$ cat src/rtl/pattern_detector_pkg.sv
// Shared types and constants for the serial pattern detector.
package pattern_detector_pkg;

    typedef enum logic [1:0] {
        ST_UNCFG = 2'd0,
        ST_FILL  = 2'd1,
        ST_ARMED = 2'd2
    } state_e;

    localparam logic OVERLAP    = 1'b0;
    localparam logic NONOVERLAP = 1'b1;
    localparam int   MIN_LEN    = 2;

endpackage

$ cat src/rtl/sat_counter.sv
// Saturating up-counter with synchronous clear; clear wins over increment.
module sat_counter #(
    parameter int CNT_W = 8
) (
    input  logic             clk,
    input  logic             rst,
    input  logic             inc,
    input  logic             clr,
    output logic [CNT_W-1:0] count
);

    logic [CNT_W-1:0] count_q, count_d;

    always_comb begin
        count_d = count_q;
        if (clr) begin
            count_d = '0;
        end else if (inc && (count_q != '1)) begin
            count_d = count_q + CNT_W'(1);
        end
    end

    always_ff @(posedge clk or negedge rst) begin
        if (!rst) begin
            count_q <= '0;
        end else begin
            count_q <= count_d;
        end
    end

    assign count = count_q;

endmodule

$ cat src/rtl/pattern_detector.sv
// Serial bit-pattern detector with programmable pattern/length, overlap mode
// and a saturating match counter.
//
// state    | meaning
// ST_UNCFG | no legal configuration latched; samples ignored
// ST_FILL  | configured, history holds fewer than len-1 valid bits
// ST_ARMED | configured, the next accepted sample can complete a match
module pattern_detector
    import pattern_detector_pkg::*;
#(
    parameter int MAX_LEN = 8,
    parameter int CNT_W   = 8
) (
    input  logic                         clk,
    input  logic                         rst,
    input  logic                         serIn,
    input  logic                         inValid,
    input  logic                         cfgLoad,
    input  logic [MAX_LEN-1:0]           cfgPattern,
    input  logic [$clog2(MAX_LEN+1)-1:0] cfgLen,
    input  logic                         cfgMode,
    input  logic                         cntClr,
    output logic                         w,
    output logic [CNT_W-1:0]             matchCount,
    output logic                         cfgErr,
    output logic                         armed
);

    localparam int LEN_W = $clog2(MAX_LEN + 1);

    state_e             state_q, state_d;
    logic [MAX_LEN-1:0] hist_q, hist_d;
    logic [MAX_LEN-1:0] pat_q, pat_d;
    logic [LEN_W-1:0]   len_q, len_d;
    logic [LEN_W-1:0]   fill_q, fill_d;
    logic               mode_q, mode_d;
    logic               err_q, err_d;
    logic               w_q, w_d;

    logic [MAX_LEN-1:0] len_mask;
    logic [MAX_LEN-1:0] hist_shift;
    logic [LEN_W-1:0]   fill_inc;
    logic               cfg_legal;
    logic               accept;
    logic               fill_hit;
    logic               fill_ready;
    logic               hit;

    // Shifting by len >= MAX_LEN yields zero, so the mask covers the full width.
    assign len_mask   = ~({MAX_LEN{1'b1}} << len_q);
    assign hist_shift = {hist_q[MAX_LEN-2:0], serIn};
    assign cfg_legal  = (cfgLen >= LEN_W'(MIN_LEN)) && (cfgLen <= LEN_W'(MAX_LEN));
    assign accept     = inValid && !cfgLoad && (state_q != ST_UNCFG);
    assign fill_inc   = (fill_q == LEN_W'(MAX_LEN)) ? fill_q : fill_q + LEN_W'(1);
    assign fill_hit   = ((LEN_W+1)'(fill_q) + (LEN_W+1)'(1)) >= (LEN_W+1)'(len_q);
    assign fill_ready = ((LEN_W+1)'(fill_inc) + (LEN_W+1)'(1)) >= (LEN_W+1)'(len_q);
    assign hit        = accept && fill_hit && ((hist_shift & len_mask) == (pat_q & len_mask));

    always_comb begin
        state_d = state_q;
        hist_d  = hist_q;
        pat_d   = pat_q;
        len_d   = len_q;
        fill_d  = fill_q;
        mode_d  = mode_q;
        err_d   = err_q;
        w_d     = 1'b0;
        if (cfgLoad) begin
            pat_d   = cfgPattern;
            len_d   = cfgLen;
            mode_d  = cfgMode;
            err_d   = !cfg_legal;
            hist_d  = '0;
            fill_d  = '0;
            state_d = cfg_legal ? ST_FILL : ST_UNCFG;
        end else if (accept) begin
            hist_d = hist_shift;
            w_d    = hit;
            if (hit && (mode_q == NONOVERLAP)) begin
                fill_d  = '0;
                state_d = ST_FILL;
            end else begin
                fill_d  = fill_inc;
                state_d = fill_ready ? ST_ARMED : ST_FILL;
            end
        end
    end

    always_ff @(posedge clk or negedge rst) begin
        if (!rst) begin
            state_q <= ST_UNCFG;
            hist_q  <= '0;
            pat_q   <= '0;
            len_q   <= '0;
            fill_q  <= '0;
            mode_q  <= 1'b0;
            err_q   <= 1'b0;
            w_q     <= 1'b0;
        end else begin
            state_q <= state_d;
            hist_q  <= hist_d;
            pat_q   <= pat_d;
            len_q   <= len_d;
            fill_q  <= fill_d;
            mode_q  <= mode_d;
            err_q   <= err_d;
            w_q     <= w_d;
        end
    end

    sat_counter #(
        .CNT_W (CNT_W)
    ) u_match_cnt (
        .clk   (clk),
        .rst   (rst),
        .inc   (w_d),
        .clr   (cntClr),
        .count (matchCount)
    );

    assign w      = w_q;
    assign cfgErr = err_q;
    assign armed  = (state_q == ST_ARMED);

endmodule

$ cat config.mk
export PLATFORM = sky130hd
export DESIGN_NAME = pattern_detector
export DESIGN_NICKNAME = d
export VERILOG_FILES = /design/src/rtl/pattern_detector_pkg.sv /design/src/rtl/sat_counter.sv /design/src/rtl/pattern_detector.sv
export SDC_FILE = /design/constraint.sdc
export NUM_CORES = 1
export LEC_CHECK = 0
export ABC_CLOCK_PERIOD_IN_PS = 2900
export CORE_ASPECT_RATIO = 1.2
export CORE_MARGIN = 2
export CORE_UTILIZATION = 54
export DETAILED_ROUTE_END_ITERATION = 16
export HOLD_SLACK_MARGIN = 0.03
export PLACE_DENSITY = 0.85
export RECOVER_POWER = 50
export SYNTH_ARGS = -nofsm -noshare
export SYNTH_HDL_FRONTEND = slang
export SYNTH_SLANG_ARGS = --single-unit
$ cat constraint.sdc
create_clock -name clk -period 2.9 [get_ports clk]
set_input_delay 0.29 -clock clk [delete_from_list [all_inputs] [get_ports clk]]
set_output_delay 0.29 -clock clk [all_outputs]
set_load 0.02 [all_outputs]
==> results of run 1 <==
==> metrics by stage <==
stage                     util (%)  setup slack [ns]  cell area, µm²  hold slack (ns)  cells
after floorplan                  -            0.4789            1992        -0.005591    188
after global placement       65.23            0.3601            2331           0.4921    255
after detailed placement     65.23            0.2491            2331           0.5087    255
after CTS                    67.40            0.1806            2409           0.4303    262
after global routing         67.47          0.002637            2411           0.5422    262
final                        67.47            0.1963            2411           0.5233    262
==> cell type report <==
type	instances	area share, %
Multi-Input combinational cell	136	42.55
Sequential cell	36	37.36
Timing Repair Buffer	34	13.28
Clock buffer	6	3.010
Tap cell	39	2.024
Inverter	10	1.557
Clock inverter	1	0.2076
==> layer usage <==
layer	GRT usage (%)	share of wire, %	vias up
met3	5.119	4.9	8
met5	0	0	-
met4	7.576	1.8	0
met1	30.69	46	738
met2	33.82	47	41
li1	-	-	744
==> power breakdown <==
group	internal, µW	total [µW]	switching, µW
Sequential	530	561	31.1
Combinational	103	197	94.1
Clock	163	331	167
==> registers in the layout, indices dropped and copies added, names as in the netlist <==
register and cells:
len_q 4, w 1, fill_q 4, state_q 2, mode_q 1, cfgErr 1
pat_q 8, hist_q 7, u_match_cnt.count 8
==> repair_timing <==
item / 4_1_cts / 5_1_grt
buffers inserted: 0 / 0
hold endpoints to repair: 0 / 0
gates resized for setup: 0 / 2
setup endpoints to repair: 0 / 1
==> Yosys cell counts, types with 2 or more instances <==
cell type	instances	share of area, %
buf_6	2	1.1
mux2_2	10	5.7
nand4_1	2	0.63
xor2_1	4	1.8
ha_1	13	8.2
inv_1	10	1.9
o21ai_0	11	2.8
dfrtp_1	36	45
nand2_1	6	1.1
and3_1	4	1.3
o22ai_1	2	0.63
a31o_2	3	1.3
nand2b_1	4	1.3
nor2b_1	6	1.9
a21o_1	6	2.3
mux2_1	2	1.1
a21oi_1	9	2.3
xnor2_1	9	4.0
nand3b_1	2	0.75
a211oi_1	3	1.1
clkbuf_1	4	0.75
nand3_1	3	0.75
nor2_1	14	2.6
nor3_1	2	0.50
a22o_1	10	4.4
==> critical path, cell delays in order (launching register included) <==
cell      delay, ns
dfrtp_1        0.46
inv_1          0.17
ha_1           0.17
nand2_1        0.11
nor2_2         0.17
xnor2_2        0.15
xor2_1         0.16
ha_1           0.24
a21o_1         0.16
a21o_1         0.17
a221oi_1       0.32
a211oi_1       0.12
a21o_1         0.19
==> worst min path at each step <==
stage          slack (ns)                    from                endpoint
4_1_cts              0.43                     rst   hist_q[4]$_DFFE_PN0P_
3_3_place_gp         0.49  state_q[1]$_DFFE_PN0P_  state_q[1]$_DFFE_PN0P_
2_1_floorplan      -0.006                     rst      cfgErr$_DFFE_PN0P_
5_1_grt              0.54      cfgErr$_DFFE_PN0P_      cfgErr$_DFFE_PN0P_
6_report             0.52   hist_q[6]$_DFFE_PN0P_   hist_q[6]$_DFFE_PN0P_
3_5_place_dp         0.51   hist_q[6]$_DFFE_PN0P_   hist_q[6]$_DFFE_PN0P_
==> cell families (layout without fill, tap and decap cells) <==
family | Yosys count | after routing
and+or+nand+nor | 46 | 46
buffers and inverters | 16 | 51
AOI/OAI and AO/OA | 51 | 51
adders and majority gates | 13 | 13
xor gates and xnor gates | 13 | 13
DFF | 36 | 36
muxes | 13 | 13
==> out/summary.txt, run 1 <==
Seq/Total Area, Yosys = 45.23%
Clock Latency Late Sink = 0.28 ns
CTS tree = yes
status = finished with violations
Synth-to-Final Area Change = 21.04%
# nets final = 255
crit share post-route = 93.23%
critical path class = flop to flop
mux cell area share after synthesis = 7.286%
Max Clock Skew = 0.004635 ns
critical path launch point type = flop
Peak VDD IR = 0.2988 mV
Initial DRC Count = 57
CTS clock-pin slew for the worst setup and hold paths = 0.07 ns
R2R Setup Slk = 0.20 ns
depth of the worst hold-timing path = 1
commonest non-fill, non-tap cell in the layout = dfrtp_1
Compound-Gate Fraction of Synth Area = 18.03%
leakage = 0.001118 µW
crit path capture type = flop
gr ovfl total = 0
Final setup viols = 0
initial antenna violation count = 0
setup TNS = 0 ns
core area = 3573 µm²
Adder-Cell Fraction of Synth Area = 8.166%
# port buffers = 29
Tot Pwr = 1088 µW
asr flop ratio synth = 100.0%
post-route minimum period = 2.704 ns
most frequent cells in the layout = 36 x dfrtp_1, 27 x clkdlybuf4s50_1, 13 x nor2_1, 13 x ha_1, 11 x o21ai_0
Pwr Density = 451.3 nW/µm²
vias in the first global route = 1531
Register-to-Register Path Depth = 12
Synthesis Warnings = 0
CTS buffer count = 5
DRT Pass-1 Iters = 4
Yosys reg bits = 36
worst r2r src = fill_q[0]$_DFFE_PN0P_
Total Wirelength = 4.010 mm
Routed Antenna Nets = 0
Post-synth EDFFs = 0
Fmax = 369.9 MHz
Synth cell types = 36
# fillers = 280
die area = 4193 µm²
multi-input logic area = 1026 µm²
die height = 70.53 µm
Remaining DRCs = 0
largest family of logic cells by synthesized area = compound AO/OA/AOI/OAI gates
Placer Congestion = 0.8533
Worst Setup SP = fill_q[0]$_DFFE_PN0P_
syn_area_per_cell = 10.60 µm²
DP HPWL = 2.822 mm
RR Endpoint = state_q[1]$_DFFE_PN0P_
RSZ-0062 raised after global routing = false
H-tree Lvls = 2
Initial Util = 55.74%
slew margin rel. = -27.41%
layout cells sized above 1 = 12.56%
Post-Syn Area = 1992 µm²
row cnt = 24
Root Driver = clkbuf_8
Pins Over Slew Limit = 37
Via density = 5.844
Max clock buf depth = 2
cts hold-fix bufs = 0
Synth Net Count = 220
Diodes inserted = 0
failing checks = capacitance limit, slew limit
via count = 1531
cell count after synthesis = 188
# IOs = 30
Synth Area in XOR/XNOR = 5.716%
sequential cell area = 900.9 µm²
max cap viols = 1
Crit path arrival time = 2.88 ns
Overall Global Routing Usage = 22.07%
clock sink count = 36
crit path to = state_q[1]$_DFFE_PN0P_
pin count of the biggest net entering global routing = 37
post-synthesis simple-gate area fraction = 11.81%
first-pass GRT wire length = 7.051 mm
die width = 59.45 µm
Req. time, crit path = 3.07 ns
drt wl/cell = 15.31 µm
Least-Margin Pin Slew = 1.911 ns
worst min-delay path category = flop to flop
CP max FO = 6
final hold violations = 0
main flop type after synthesis = dfrtp_1
Power figures use the tool's default switching activity.
==> run 2: changes to the inputs <==
ABC_CLOCK_PERIOD_IN_PS = 2600   (was 2900)
CORE_ASPECT_RATIO = 1.4   (was 1.2)
CORE_MARGIN = unset   (was 2)
clock period = 2.6 ns   (was 2.9 ns; I/O delays follow)
==> run 2 against run 1 <==
The run now ends clean. Combinational power grew 24%. Clock skew is 0.0030 ns higher. Sequential cell count unchanged. Sequential power grew 11%.
==> out/summary.txt, run 2 (synthesis gave the netlist of run 1 again) <==
H-tree Lvls = 2 (unchanged)
vias in the first global route = 1714 (+12%)
worst min-delay path category = input port to async pin
critical path launch point type = flop
slew margin rel. = 38.68% (+66 points)
most frequent cells in the layout = 35 x dfrtp_1, 27 x clkdlybuf4s50_1, 13 x nor2_1
Tot Pwr = 1290 µW (+19%)
Pins Over Slew Limit = 0 (-100%)
CTS clock-pin slew for the worst setup and hold paths = 0.07 ns (about the same)
Register-to-Register Path Depth = 12 (unchanged)
die height = 73.86 µm (+4.7%)
gr busiest metal = met2
row cnt = 25 (+4.2%)
sequential cell fraction of total power = 48.5% (-3.0 points)
Clock Latency Late Sink = 0.30 ns (+0.02 ns)
clock sink count = 36 (unchanged)
Synth-to-Final Area Change = 25.31%
worst r2r src = fill_q[1]$_DFFE_PN0P_
# IOs = 30 (unchanged)
Req. time, crit path = 2.79 ns (-0.28 ns)
Pint = 933.4 µW (+17%)
die width = 53.33 µm (-10%)
final worst slack = 0.02956 ns (-0.1667 ns)
# port buffers = 29 (unchanged)
met3 usage = 6.418% (+1.3 points)
Via density = 6.181 (+5.8%)
crit path capture type = flop
Overall Global Routing Usage = 28.23% (+6.2 points)
Initial DRC Count = 56 (-1.8%)
Total Wirelength = 4.861 mm (+21%)
R2R Setup Slk = 0.03 ns (-0.17 ns)
Final setup viols = 0 (unchanged)
initial antenna violation count = 0 (unchanged)
critical path class = flop to flop
leakage = 0.001150 µW (+2.9%)
Finished Cell Area = 2496 µm² (+3.5%)
Sw Ratio = 27.64% (+0.74 points)
combinational power share = 18.9% (+0.8 points)
crit share post-route = 98.86% (+5.6 points)
Net Sw Power = 356.5 µW (+22%)
DRT Pass-1 Iters = 4 (unchanged)
CTS tree = yes
CP max FO = 5 (-1)
layout cells sized above 1 = 18.26% (+5.7 points)
Fmax = 389.0 MHz (+5.2%)
CTS buffer count = 5 (unchanged)
Routed Antenna Nets = 0 (unchanged)
gr ovfl total = 0 (unchanged)
met1 Use GR = 32.75% (+2.1 points)
status = complete, no violations
RR Endpoint = state_q[1]$_DFFE_PN0P_
via count = 1669 (+9.0%)
Crit path arrival time = 2.76 ns (-0.12 ns)
placed cell area = 2355 µm² (+1.0%)
Pwr Density = 516.7 nW/µm² (+14%)
pre-CTS setup slack = -0.01406 ns (-0.2632 ns)
post-route minimum period = 2.570 ns (-0.1333 ns)
DP HPWL = 3.402 mm (+21%)
# nets final = 261 (+2.4%)
final hold violations = 0 (unchanged)
Diodes inserted = 0 (unchanged)
max cap viols = 0 (-1)
Clk pwr share = 32.6% (+2.2 points)
setup TNS = 0 ns (unchanged)
pin count of the biggest net entering global routing = 37 (unchanged)
met2 Usage GRT = 46.25% (+12 points)
drt wl/cell = 18.00 µm (+18%)
die area = 3939 µm² (-6.1%)
first-pass GRT wire length = 7.914 mm (+12%)
core area = 3441 µm² (-3.7%)
Least-Margin Pin Slew = 0.9198 ns (-0.9913 ns)
Peak VDD IR = 0.3941 mV (+32%)
Max Clock Skew = 0.007592 ns (+0.002957 ns)
Remaining DRCs = 0 (unchanged)
Initial Util = 57.89% (+2.1 points)
commonest non-fill, non-tap cell in the layout = dfrtp_1
Root Driver = clkbuf_8
Max clock buf depth = 2 (unchanged)
Placer Congestion = 0.8985 (+5.3%)
[run 2: routing by layer]
layer  share of wire (%)  vias to the layer above
li1                    -                      757
met1                  39                      826
met2                  52                       66
met3                 4.3                       20
met4                 4.3                        0
met5                   0                        -
[run 2: power by group through the flow]
stage	clock network [µW]	logic, µW	registers (µW)
floorplan	0	144	627
global placement	0	216	630
detailed placement	0	232	634
CTS	421	234	624
global route	448	269	630
finish	421	244	625
[run 2: repair_timing]
action / 4_1_cts / 5_1_grt
pin swaps: 0 / 5
hold buffers: 0 / 0
endpoints found under the setup margin: 1 / 9
setup buffers: 1 / 2
resized for setup: 0 / 10
[run 2: layout make-up]
class                      count  area, µm²
sequential                    36      902.1
fill                         256      944.7
timing repair buffer          40      369.1
multi-input combinational    136       1047
clock buffer                   8      90.09
inverter                      10      37.54
tap                           40      50.05
[run 2: through the flow]
| stage | utilization (%) | cells | hold slack, ns |
|---|---|---|---|
| final | 72.55 | 270 | 0.4593 |
| after floorplan | - | 188 | -0.03559 |
| after detailed placement | 68.44 | 259 | 0.4926 |
| after CTS | 71.27 | 268 | 0.4036 |
| after global routing | 72.55 | 270 | 0.5141 |
| after global placement | 68.44 | 259 | 0.4772 |
[run 2: worst max path at each step]
| stage | start | to | cells past startpoint |
|---|---|---|---|
| floorplan | fill_q[0]$_DFFE_PN0P_ | state_q[1]$_DFFE_PN0P_ | 12 |
| global placement | fill_q[1]$_DFFE_PN0P_ | u_match_cnt.count[5]$_DFFE_PN0P_ | 10 |
| detailed placement | fill_q[1]$_DFFE_PN0P_ | u_match_cnt.count[5]$_DFFE_PN0P_ | 10 |
| CTS | fill_q[0]$_DFFE_PN0P_ | state_q[1]$_DFFE_PN0P_ | 12 |
| global route | fill_q[1]$_DFFE_PN0P_ | state_q[1]$_DFFE_PN0P_ | 12 |
| finish | fill_q[1]$_DFFE_PN0P_ | state_q[1]$_DFFE_PN0P_ | 12 |
[run 2: critical path, cell delays in order, from the launching register on]
cell and delay (ns):
dfrtp_1 0.43, inv_1 0.11, ha_2 0.18, nand2_1 0.08, nor2_2 0.22, xnor2_2 0.16, xor2_1 0.18, ha_1 0.25
a21o_1 0.16, a21o_1 0.18, a221oi_2 0.26, a211oi_1 0.09, a21o_1 0.17
==> run 3: changes to the inputs <==
CORE_UTILIZATION = 62   (was 54)
DONT_BUFFER_PORTS = 1   (was unset)
PLACE_DENSITY = 0.83   (was 0.85)
==> run 3 against run 2 <==
The flow now finishes with violations (capacitance limit, slew limit). Global-route usage fell by 1.7 points. Worst setup slack improved by 0.032 ns. Wire length shrank 11%. Register-to-register slack better by 0.03 ns. Critical path type unchanged. Critical endpoint is now u_match_cnt.count[6]$_DFFE_PN0P_. Largest power group unchanged.
==> out/summary.txt, run 3 (synthesis gave the netlist of run 1 again) <==
Tot Pwr = 1208 µW (-6.3%)
Initial DRC Count = 67 (+20%)
clock sink count = 36 (unchanged)
Remaining DRCs = 0 (unchanged)
vias in the first global route = 1529 (-11%)
CTS tree = yes
crit share post-route = 97.64% (-1.2 points)
core area = 3093 µm² (-10%)
CP max FO = 4 (-1)
H-tree Lvls = 2 (unchanged)
Pwr Density = 542.9 nW/µm² (+5.1%)
Diodes inserted = 0 (unchanged)
crit path max-delay cell type = dfrtp_1
crit path capture type = flop
critical path launch point type = flop
Root Driver = clkbuf_8
worst hold slack = 0.06934 ns (-0.3900 ns)
Routed Antenna Nets = 0 (unchanged)
# port buffers = 0 (-100%)
CTS buffer count = 5 (unchanged)
Final setup viols = 0 (unchanged)
slew margin rel. = -4.672% (-43 points)
Pins Over Slew Limit = 37 (+37)
Hold Path Origin = cfgLoad
failing checks = capacitance limit, slew limit
Total Wirelength = 4.309 mm (-11%)
depth of the worst hold-timing path = 1
RR Endpoint = u_match_cnt.count[6]$_DFFE_PN0P_
row cnt = 24 (-4.0%)
Req. time, crit path = 2.78 ns (about the same)
layout cells sized above 1 = 20.79% (+2.5 points)
first-pass GRT wire length = 6.796 mm (-14%)
Overall Global Routing Usage = 26.57% (-1.7 points)
max cap viols = 1 (+1)
Peak VDD IR = 0.4882 mV (+24%)
die width = 49.91 µm (-6.4%)
gr ovfl total = 0 (unchanged)
# nets final = 234 (-10%)
die height = 69.07 µm (-6.5%)
post-route minimum period = 2.539 ns (-0.03181 ns)
leakage = 0.001059 µW (-7.9%)
CTS clock-pin slew for the worst setup and hold paths = 0.07 ns (about the same)
most frequent cells in the layout = 36 x dfrtp_1, 13 x nor2_1, 12 x ha_1
DRT Pass-1 Iters = 4 (unchanged)
Register-to-Register Path Depth = 10 (-2)
initial antenna violation count = 0 (unchanged)
worst hold path endpoint = cfgErr$_DFFE_PN0P_
final hold violations = 0 (unchanged)
crit-path max cell delay = 0.43 ns (about the same)
final core utilization = 71.97% (-0.58 points)
Synth-to-Final Area Change = 11.75%
commonest non-fill, non-tap cell in the layout = dfrtp_1
Least-Margin Pin Slew = 1.570 ns (+0.6502 ns)
Crit path arrival time = 2.71 ns (-0.05 ns)
DP HPWL = 2.878 mm (-15%)
Initial Util = 64.40% (+6.5 points)
CP delay by family, top = simple AND/OR/NAND/NOR gates
Max clock buf depth = 2 (unchanged)
worst r2r src = fill_q[0]$_DFFE_PN0P_
drt wl/cell = 17.88 µm (-0.69%)
status = finished with violations
critical path class = flop to flop
pin count of the biggest net entering global routing = 37 (unchanged)
Via density = 6.133 (-0.79%)
via count = 1478 (-11%)
Fmax = 393.9 MHz (+1.3%)
# fillers = 222 (-13%)
die area = 3447 µm² (-12%)
Max Clock Skew = 0.007607 ns (+0.00001418 ns)
Placer Congestion = 0.8762 (-2.5%)
Clock Latency Late Sink = 0.29 ns (about the same)
CP bufs+invs = 1 (unchanged)
# IOs = 30 (unchanged)
worst min-delay path category = input port to flop
worst path cell trace = ha_2, nor2b_1, or2_4, ha_1, a21o_1, a21oi_2, a311oi_2, buf_4, nand4_1, mux2_4
R2R Setup Slk = 0.06 ns (+0.03 ns)
==> run 3: power by group <==
part / switching (µW) / internal, µW
Sequential: 35.4 / 591
Clock: 193 / 181
Combinational: 104 / 104
Total: 333 / 875
==> run 3: layout make-up <==
type                       instances  area, µm²  share of cell area [%]
multi-input combinational        136       1050                   47.16
clock inverter                     2      12.51                  0.5621
sequential                        36      900.9                   40.47
tap                               39      48.80                   2.192
clock buffer                       5      68.82                   3.092
timing repair buffer              13      107.6                   4.834
inverter                          10      37.54                   1.686
==> run 3: worst max-delay path by stage <==
stage,start,endpoint,slack (ns),depth (start not counted)
6_report,fill_q[0]$_DFFE_PN0P_,u_match_cnt.count[6]$_DFFE_PN0P_,0.06,10
3_3_place_gp,fill_q[1]$_DFFE_PN0P_,u_match_cnt.count[5]$_DFFE_PN0P_,0.11,10
3_5_place_dp,fill_q[1]$_DFFE_PN0P_,u_match_cnt.count[6]$_DFFE_PN0P_,-0.008,10
5_1_grt,fill_q[0]$_DFFE_PN0P_,state_q[1]$_DFFE_PN0P_,-0.02,12
2_1_floorplan,fill_q[0]$_DFFE_PN0P_,state_q[1]$_DFFE_PN0P_,0.18,12
4_1_cts,fill_q[1]$_DFFE_PN0P_,u_match_cnt.count[6]$_DFFE_PN0P_,0.05,10
==> run 3: layer usage <==
| layer | routed length [µm] | global-route usage, % | up-vias |
|---|---|---|---|
| met2 | 2255 | 43.99 | 48 |
| met4 | 146 | 14.29 | 0 |
| met5 | 0 | 0 | - |
| met3 | 201 | 6.843 | 16 |
| li1 | - | - | 696 |
| met1 | 1707 | 30.68 | 718 |
==> run 3: repair_timing <==
item,4_1_cts,5_1_grt
pin swaps,0,2
setup endpoints to repair,2,8
resized for setup,0,9
hold buffers,3,0
endpoints found under the hold margin,40,0
buffers inserted,2,2
==> run 3: through the flow <==
stage / setup slack (ns) / cell area, µm² / TNS [ns] / std cells
4_1_cts: 0.04909 / 2185 / 0 / 239
3_3_place_gp: 0.1136 / 2048 / 0 / 227
6_report: 0.06137 / 2226 / 0 / 241
3_5_place_dp: -0.007503 / 2048 / -0.007503 / 227
5_1_grt: -0.01710 / 2226 / -0.01710 / 241
2_1_floorplan: 0.1789 / 1992 / 0 / 188
